$ cat src/rtl/imem_loader.sv
`timescale 1ns/1ps
// imem_loader
// Runtime instruction-memory loader. Takes a framed byte stream from a
// valid/ready byte source, writes ILEN-bit words into the instruction memory
// write port and keeps the CPU held until a complete frame with a good
// checksum has been written.
//
// Frame: LEN_LO, LEN_HI (word count N, little-endian), N words of ILEN/8
// bytes each (little-endian), then one checksum byte equal to the 8-bit
// wrap-around sum of every byte before it.
//
// Ports:
//   clk_i        rising-edge clock
//   rst_i        asynchronous active-low reset
//   rx_valid_i   byte available from the source
//   rx_ready_o   loader accepts a byte this cycle (function of state only)
//   rx_data_i    byte data
//   reload_i     single-cycle pulse, restarts loading from RUN or ERR
//   imem_we_o    imem write strobe, one cycle per word
//   imem_addr_o  imem word address
//   imem_wdata_o imem write data
//   cpu_run_o    releases the CPU
//   busy_o       frame reception in progress
//   err_o        00 none, 01 checksum, 10 length, 11 timeout
module imem_loader #(
  parameter int ILEN           = 32,
  parameter int IMEM_DEPTH     = 1024,
  parameter int ADDR_W         = $clog2(IMEM_DEPTH),
  parameter int BASE_ADDR      = 0,
  parameter int TIMEOUT_CYCLES = 100000
) (
  input  logic              clk_i,
  input  logic              rst_i,
  input  logic              rx_valid_i,
  output logic              rx_ready_o,
  input  logic [7:0]        rx_data_i,
  input  logic              reload_i,
  output logic              imem_we_o,
  output logic [ADDR_W-1:0] imem_addr_o,
  output logic [ILEN-1:0]   imem_wdata_o,
  output logic              cpu_run_o,
  output logic              busy_o,
  output logic [1:0]        err_o
);

  localparam int BYTES  = ILEN / 8;
  localparam int BCNT_W = (BYTES > 1) ? $clog2(BYTES) : 1;
  localparam int TO_W   = (TIMEOUT_CYCLES > 1) ? $clog2(TIMEOUT_CYCLES) : 1;

  localparam logic [BCNT_W-1:0] LAST_BYTE = BCNT_W'(BYTES - 1);
  localparam logic [TO_W-1:0]   TO_LAST   = TO_W'((TIMEOUT_CYCLES > 0) ? TIMEOUT_CYCLES - 1 : 0);
  localparam logic [ADDR_W-1:0] BASE      = ADDR_W'(BASE_ADDR);

  localparam logic [1:0] ERR_NONE    = 2'b00;
  localparam logic [1:0] ERR_CSUM    = 2'b01;
  localparam logic [1:0] ERR_LENGTH  = 2'b10;
  localparam logic [1:0] ERR_TIMEOUT = 2'b11;

  typedef enum logic [2:0] {
    S_LEN_LO,
    S_LEN_HI,
    S_DATA,
    S_CSUM,
    S_RUN,
    S_ERR
  } state_e;

  state_e              state_q, state_d;
  logic [15:0]         len_q, len_d;
  logic [15:0]         wordCnt_q, wordCnt_d;
  logic [BCNT_W-1:0]   byteCnt_q, byteCnt_d;
  logic [ILEN-1:0]     shift_q, shift_d;
  logic [7:0]          sum_q, sum_d;
  logic [TO_W-1:0]     toCnt_q, toCnt_d;
  logic                we_q, we_d;
  logic [ADDR_W-1:0]   addr_q, addr_d;
  logic [ILEN-1:0]     wdata_q, wdata_d;
  logic                run_q, run_d;
  logic [1:0]          err_q, err_d;

  logic                accept;
  logic                inFrame;
  logic                lastByte;
  logic                timedOut;
  logic [15:0]         lenFull;
  logic [ILEN-1:0]     wordNext;

  // Ready and busy are pure decodes of the state register, so the byte
  // source never sees a combinational path back from rx_valid_i.
  assign rx_ready_o = (state_q == S_LEN_LO) || inFrame;
  assign busy_o     = inFrame;
  assign inFrame    = (state_q == S_LEN_HI) || (state_q == S_DATA) || (state_q == S_CSUM);

  assign accept   = rx_valid_i && rx_ready_o;
  assign lastByte = (byteCnt_q == LAST_BYTE);
  assign lenFull  = {rx_data_i, len_q[7:0]};
  // New bytes enter at the top and drift down, so the first byte of a word
  // ends up in the least significant lane (little-endian).
  assign wordNext = ILEN'({rx_data_i, shift_q} >> 8);
  // An accepted byte on the terminal count wins over the timeout.
  assign timedOut = (TIMEOUT_CYCLES != 0) && inFrame && !accept && (toCnt_q == TO_LAST);

  assign imem_we_o    = we_q;
  assign imem_addr_o  = addr_q;
  assign imem_wdata_o = wdata_q;
  assign cpu_run_o    = run_q;
  assign err_o        = err_q;

  // Next-state logic for the frame parser. The write strobe is a one-cycle
  // pulse and the address advances on the cycle after each write, which
  // lets words arrive back to back without a stall.
  always_comb begin
    state_d   = state_q;
    len_d     = len_q;
    wordCnt_d = wordCnt_q;
    byteCnt_d = byteCnt_q;
    shift_d   = shift_q;
    sum_d     = sum_q;
    toCnt_d   = toCnt_q;
    we_d      = 1'b0;
    addr_d    = addr_q;
    wdata_d   = wdata_q;
    run_d     = run_q;
    err_d     = err_q;

    if (!inFrame || accept) begin
      toCnt_d = '0;
    end else if (TIMEOUT_CYCLES != 0) begin
      toCnt_d = toCnt_q + TO_W'(1);
    end

    if (accept && (state_q != S_CSUM)) begin
      sum_d = sum_q + rx_data_i;
    end

    if (we_q) begin
      addr_d = addr_q + ADDR_W'(1);
    end

    case (state_q)
      S_LEN_LO: begin
        if (accept) begin
          len_d   = {8'h00, rx_data_i};
          state_d = S_LEN_HI;
        end
      end
      S_LEN_HI: begin
        if (accept) begin
          len_d     = lenFull;
          wordCnt_d = '0;
          byteCnt_d = '0;
          if (32'(lenFull) > 32'(IMEM_DEPTH)) begin
            state_d = S_ERR;
            err_d   = ERR_LENGTH;
          end else if (lenFull == 16'd0) begin
            state_d = S_CSUM;
          end else begin
            state_d = S_DATA;
          end
        end else if (timedOut) begin
          state_d = S_ERR;
          err_d   = ERR_TIMEOUT;
        end
      end
      S_DATA: begin
        if (accept) begin
          shift_d = wordNext;
          if (lastByte) begin
            byteCnt_d = '0;
            we_d      = 1'b1;
            wdata_d   = wordNext;
            wordCnt_d = wordCnt_q + 16'd1;
            if (wordCnt_q == len_q - 16'd1) begin
              state_d = S_CSUM;
            end
          end else begin
            byteCnt_d = byteCnt_q + BCNT_W'(1);
          end
        end else if (timedOut) begin
          state_d = S_ERR;
          err_d   = ERR_TIMEOUT;
        end
      end
      S_CSUM: begin
        if (accept) begin
          if (rx_data_i == sum_q) begin
            state_d = S_RUN;
            run_d   = 1'b1;
          end else begin
            state_d = S_ERR;
            err_d   = ERR_CSUM;
          end
        end else if (timedOut) begin
          state_d = S_ERR;
          err_d   = ERR_TIMEOUT;
        end
      end
      S_RUN, S_ERR: begin
        if (reload_i) begin
          state_d   = S_LEN_LO;
          run_d     = 1'b0;
          err_d     = ERR_NONE;
          addr_d    = BASE;
          sum_d     = '0;
          toCnt_d   = '0;
          wordCnt_d = '0;
          byteCnt_d = '0;
        end
      end
      default: begin
        state_d = S_LEN_LO;
      end
    endcase
  end

  // State and output registers; reset drops any in-flight write.
  always_ff @(posedge clk_i or negedge rst_i) begin
    if (!rst_i) begin
      state_q   <= S_LEN_LO;
      len_q     <= '0;
      wordCnt_q <= '0;
      byteCnt_q <= '0;
      shift_q   <= '0;
      sum_q     <= '0;
      toCnt_q   <= '0;
      we_q      <= 1'b0;
      addr_q    <= BASE;
      wdata_q   <= '0;
      run_q     <= 1'b0;
      err_q     <= ERR_NONE;
    end else begin
      state_q   <= state_d;
      len_q     <= len_d;
      wordCnt_q <= wordCnt_d;
      byteCnt_q <= byteCnt_d;
      shift_q   <= shift_d;
      sum_q     <= sum_d;
      toCnt_q   <= toCnt_d;
      we_q      <= we_d;
      addr_q    <= addr_d;
      wdata_q   <= wdata_d;
      run_q     <= run_d;
      err_q     <= err_d;
    end
  end

endmodule

$ cat config.mk
export PLATFORM = sky130hd
export DESIGN_NAME = imem_loader
export DESIGN_NICKNAME = d
export VERILOG_FILES = /design/src/rtl/imem_loader.sv
export SDC_FILE = /design/constraint.sdc
export NUM_CORES = 1
export LEC_CHECK = 0
export ABC_CLOCK_PERIOD_IN_PS = 3500
export CORE_ASPECT_RATIO = 2
export CORE_MARGIN = 5
export CORE_UTILIZATION = 25
export CTS_BUF_LIST = sky130_fd_sc_hd__clkbuf_4
export CTS_CLUSTER_SIZE = 30
export DETAILED_ROUTE_END_ITERATION = 16
export GPL_TIMING_DRIVEN = 0
export PLACE_DENSITY = 0.41
export SYNTH_ARGS = -nofsm -noshare
export SYNTH_HDL_FRONTEND = slang
export SYNTH_SLANG_ARGS = --single-unit
export TNS_END_PERCENT = 100
$ cat constraint.sdc
create_clock -name clk_i -period 3.5 [get_ports clk_i]
set_input_delay 0.525 -clock clk_i [delete_from_list [all_inputs] [get_ports clk_i]]
set_output_delay 0.525 -clock clk_i [all_outputs]
set_load 0.03 [all_outputs]
==> impl_metrics.csv <==
group,metric,value,unit
outcome,status,"finished clean",
setup_path,top_fanout_value_on_the_critical_path,5,
pwr,peakVddDrop,0.000349,V
placed_design,detailed_place.area,7580,um^2
setup_path,worst-r2r-setup-slack,0.72,ns
clock_network,cts.htree.levels,4,
placed_design,placed_cells,1136,
synthesis,synth_area_per_inst,8.93,um^2
global_route,first_global_vias,5263,
synthesis,synth_area,6560,um^2
die,fp.dieW,125,um
setup_path,critical_r2r_capture,"state_q[0]$_DFFE_PN0P_",
worst_hold_path,hold_path_depth,3,
clock_network,post_cts_resize_count,0,
synthesis,synth_warn,0,
clock_network,clock-root-buffer,"clkbuf_4",
clock_network,number_of_setup_buffers_added_after_cts,0,
timing,hold_viol,0,
synthesis,syn_nets,760,
finish,postLayoutCellArea,7840,um^2
timing,setup_viol,0,
timing,period_needed,2.78,ns
synthesis,distinct_cell_type_count_of_the_synthesized_netlist,59,
timing,final.period_utilization,79.5,%
die,io_pins,60,
finish,drive_gt1_share,6.43,%
clock_network,worst_skew_pair.late_latency,0.56,ns
die,initial_core_util,25.1,%
clock_network,clock_tree.buffer_depth,2,
setup_path,cp_top_family,"compound AO/OA/AOI/OAI gates",
timing,setup_total_negative_slack,0,ns
worst_hold_path,holdCritStartpoint,"rx_valid_i",
clock_network,tritoncts_clock_tree,"yes",
setup_path,required_worst_endpoint,3.99,ns
die,rows,84,
setup_path,slowest_cell_on_the_critical_path,"a2111oi_0",
routing,detailed_route_vias_per_instance,4.43,
die,fp.dieArea,29800,um^2
routing,number_of_design_rule_violations_left_by_the_first_detailed_router_iteration,280,
placed_design,dp_hpwl,11.9,mm
timing,timing_max_transition_violations_final,0,
timing,max_freq,359,MHz
finish,most_common_library_cell_in_the_layout_ignoring_fill_and_taps,"nand2_1",
pwr,p_per_area,518,nW/um^2
die,chipHeight,239,um
finish,design.final.nets,838,
clock_network,postCtsHoldBufs,1,
finish,area_growth,19.6,%
clock_network,cts-buffers-inserted,17,
pwr,cellLeakagePower,0.00352,uW
setup_path,startpoint_type,"register",
routing,ant_nets,0,
finish,final_cells,1170,
global_route,groute.usage.overall,11.6,%
setup_path,critPathMaxStageDelay,0.58,ns
routing,wirelength,16.6,mm
routing,route.detailed.wl_per_inst,14.2,um
setup_path,worst_r2r_path_cells,8,
routing,dr_total_vias,5185,
timing,fin_skew,0.0187,ns
finish,layout_common_cells,"nand2_1, dfrtp_1, nor2_1",
global_route,grt_max_degree,84,
clock_network,clock_sink_count,132,
routing,drc_viols,0,
setup_path,critPathCaptureType,"register",
clock_network,worst_setup_hold_path_clk_slew,0.13,ns
global_route,grt_pass1_wl,27.9,mm
global_route,grt.overflow.total,0,
synthesis,synth_flop_cell,"dfrtp_1",
placed_design,placement.io_buffers,57,
worst_hold_path,worstHoldEndpoint,"err_o[0]$_DFFE_PN0P_",
timing,grt_setup_unrepaired,"false",
global_route,antenna_found_initial,1,
synthesis,async_flop_share,100,%
placed_design,gp_weighted_congestion,0.806,
worst_hold_path,hold_path_class,"in2reg",
setup_path,timing.critical_path.arrival,3.27,ns
routing,drt_first_pass_iters,4,
run,cap_violations,0,
setup_path,crit_buf_inv,1,
pwr,fin_total_pwr,4060,uW
setup_path,crit_type,"reg2reg",
setup_path,timing.rr.start,"len_q[0]$_DFFE_PN0P_",
synthesis,synth-edff-count,0,
die,design.core.area,26100,um^2
synthesis,ys_seq_elements,132,
timing,normalized_max_slew_margin,29.2,%
timing,timing_worst_slew_pin_value,1.03,ns
synthesis,synthesis.instances,734,
setup_path,crit_path_cells,"inv_1 -> ha_1 -> nor3b_1 -> a21oi_1 -> or3_1 -> a2111oi_0 -> o2111ai_1 -> o21ai_1",
synthesis,synth_seq_area_share,50.4,%
## registers in the layout, indices dropped and copies added, names as in the netlist
register,flops
imem_wdata_o,32
shift_q,24
toCnt_q,17
len_q,16
wordCnt_q,16
imem_addr_o,10
sum_q,8
state_q,3
byteCnt_q,2
err_o,2
cpu_run_o,1
imem_we_o,1
## how the worst max path moves through the flow
stage	startpoint	endpoint	depth (start not counted)
2_1_floorplan	rx_valid_i	state_q[0]$_DFFE_PN0P_	8
3_3_place_gp	rst_i	imem_addr_o[1]$_DFF_PN0_	1
3_5_place_dp	rx_data_i[1]	sum_q[7]$_DFF_PN0_	8
4_1_cts	len_q[0]$_DFFE_PN0P_	state_q[0]$_DFFE_PN0P_	8
5_1_grt	state_q[2]$_DFFE_PN0P_	wordCnt_q[12]$_DFFE_PN0P_	7
6_report	len_q[0]$_DFFE_PN0P_	state_q[0]$_DFFE_PN0P_	8
## tightest hold or removal path: stages
cell and delay [ns]:
buf_4 0.14, o211ai_1 0.10, o21a_1 0.10
## per-stage QoR
stage          util [%]  setup slack (ns)  hold slack, ns
6_report           30.1             0.718           0.345
2_1_floorplan         -              1.17           0.229
5_1_grt            30.1             0.348           0.316
3_3_place_gp       29.0             -3.96           0.454
3_5_place_dp       29.1             0.264           0.457
4_1_cts            30.1             0.610           0.285
## Yosys cell counts, drive strengths merged (2+ instances only)
| cell | count | share of area [%] |
|---|---|---|
| and4 | 3 | 0.40 |
| and2 | 3 | 0.29 |
| a31o | 2 | 0.27 |
| clkbuf | 23 | 1.3 |
| nor3 | 11 | 0.84 |
| buf | 10 | 0.95 |
| ha | 13 | 2.5 |
| inv | 11 | 0.63 |
| a211oi | 5 | 0.65 |
| mux2i | 3 | 0.46 |
| a21oi | 25 | 1.9 |
| a21o | 3 | 0.34 |
| o21ai | 22 | 1.7 |
| nand2b | 2 | 0.19 |
| o211ai | 2 | 0.23 |
| a2111oi | 3 | 0.40 |
| nor2 | 63 | 3.6 |
| nand3 | 23 | 1.8 |
| nor4b | 2 | 0.27 |
| xor2 | 28 | 3.7 |
| or4 | 8 | 0.92 |
| a211o | 2 | 0.27 |
| o21bai | 2 | 0.23 |
| a21boi | 2 | 0.23 |
| or3 | 7 | 0.67 |
| nor3b | 2 | 0.23 |
| and3 | 6 | 0.57 |
| nor4 | 5 | 0.57 |
| nand3b | 6 | 0.69 |
| nand2 | 235 | 13 |
| xnor2 | 35 | 4.7 |
| dfrtp | 132 | 50 |
| nor2b | 4 | 0.38 |
| o21a | 2 | 0.23 |
| mux2 | 7 | 1.2 |
| nand4 | 7 | 0.67 |
## layer usage
| metal | vias up | GRT usage, % | wire length [um] |
|---|---|---|---|
| met3 | 18 | 3.22 | 717 |
| met5 | - | 0 | 0 |
| met1 | 2478 | 15.1 | 7770 |
| li1 | 2601 | - | - |
| met4 | 0 | 3.36 | 234 |
| met2 | 88 | 18.8 | 7920 |
## power by group
part / total, uW / switching, uW / internal (uW)
registers: 1860 / 174 / 1680
clock network: 946 / 606 / 340
logic: 1260 / 727 / 529
total: 4060 / 1510 / 2550
## cell type report
cell class              instances  area, um^2
clock buffers                  17         128
flip-flops and latches        132        3300
fillers                      2886       18200
multi-input cells             557        3060
inverters                      12        45.0
repair buffers                 59         609
plain buffers                  33         149
well taps                     344         430
clock inverters                14         115
diodes                          2        5.00
## cells by family (layout without fill, tap and decap cells)
| group | after synthesis | after routing | share of synthesized area, % |
|---|---|---|---|
| AOI/OAI and AO/OA | 80 | 80 | 7.77 |
| xor gates and xnor gates | 63 | 63 | 8.42 |
| adders and majority gates | 14 | 14 | 2.79 |
| buffers and inverters | 45 | 135 | 2.96 |
| DFF | 132 | 132 | 50.4 |
| muxes | 10 | 10 | 1.66 |
| other | 0 | 2 | 0 |
| and+or+nand+nor | 390 | 390 | 26.0 |
Note: power is estimated with default switching activity, not from simulation.
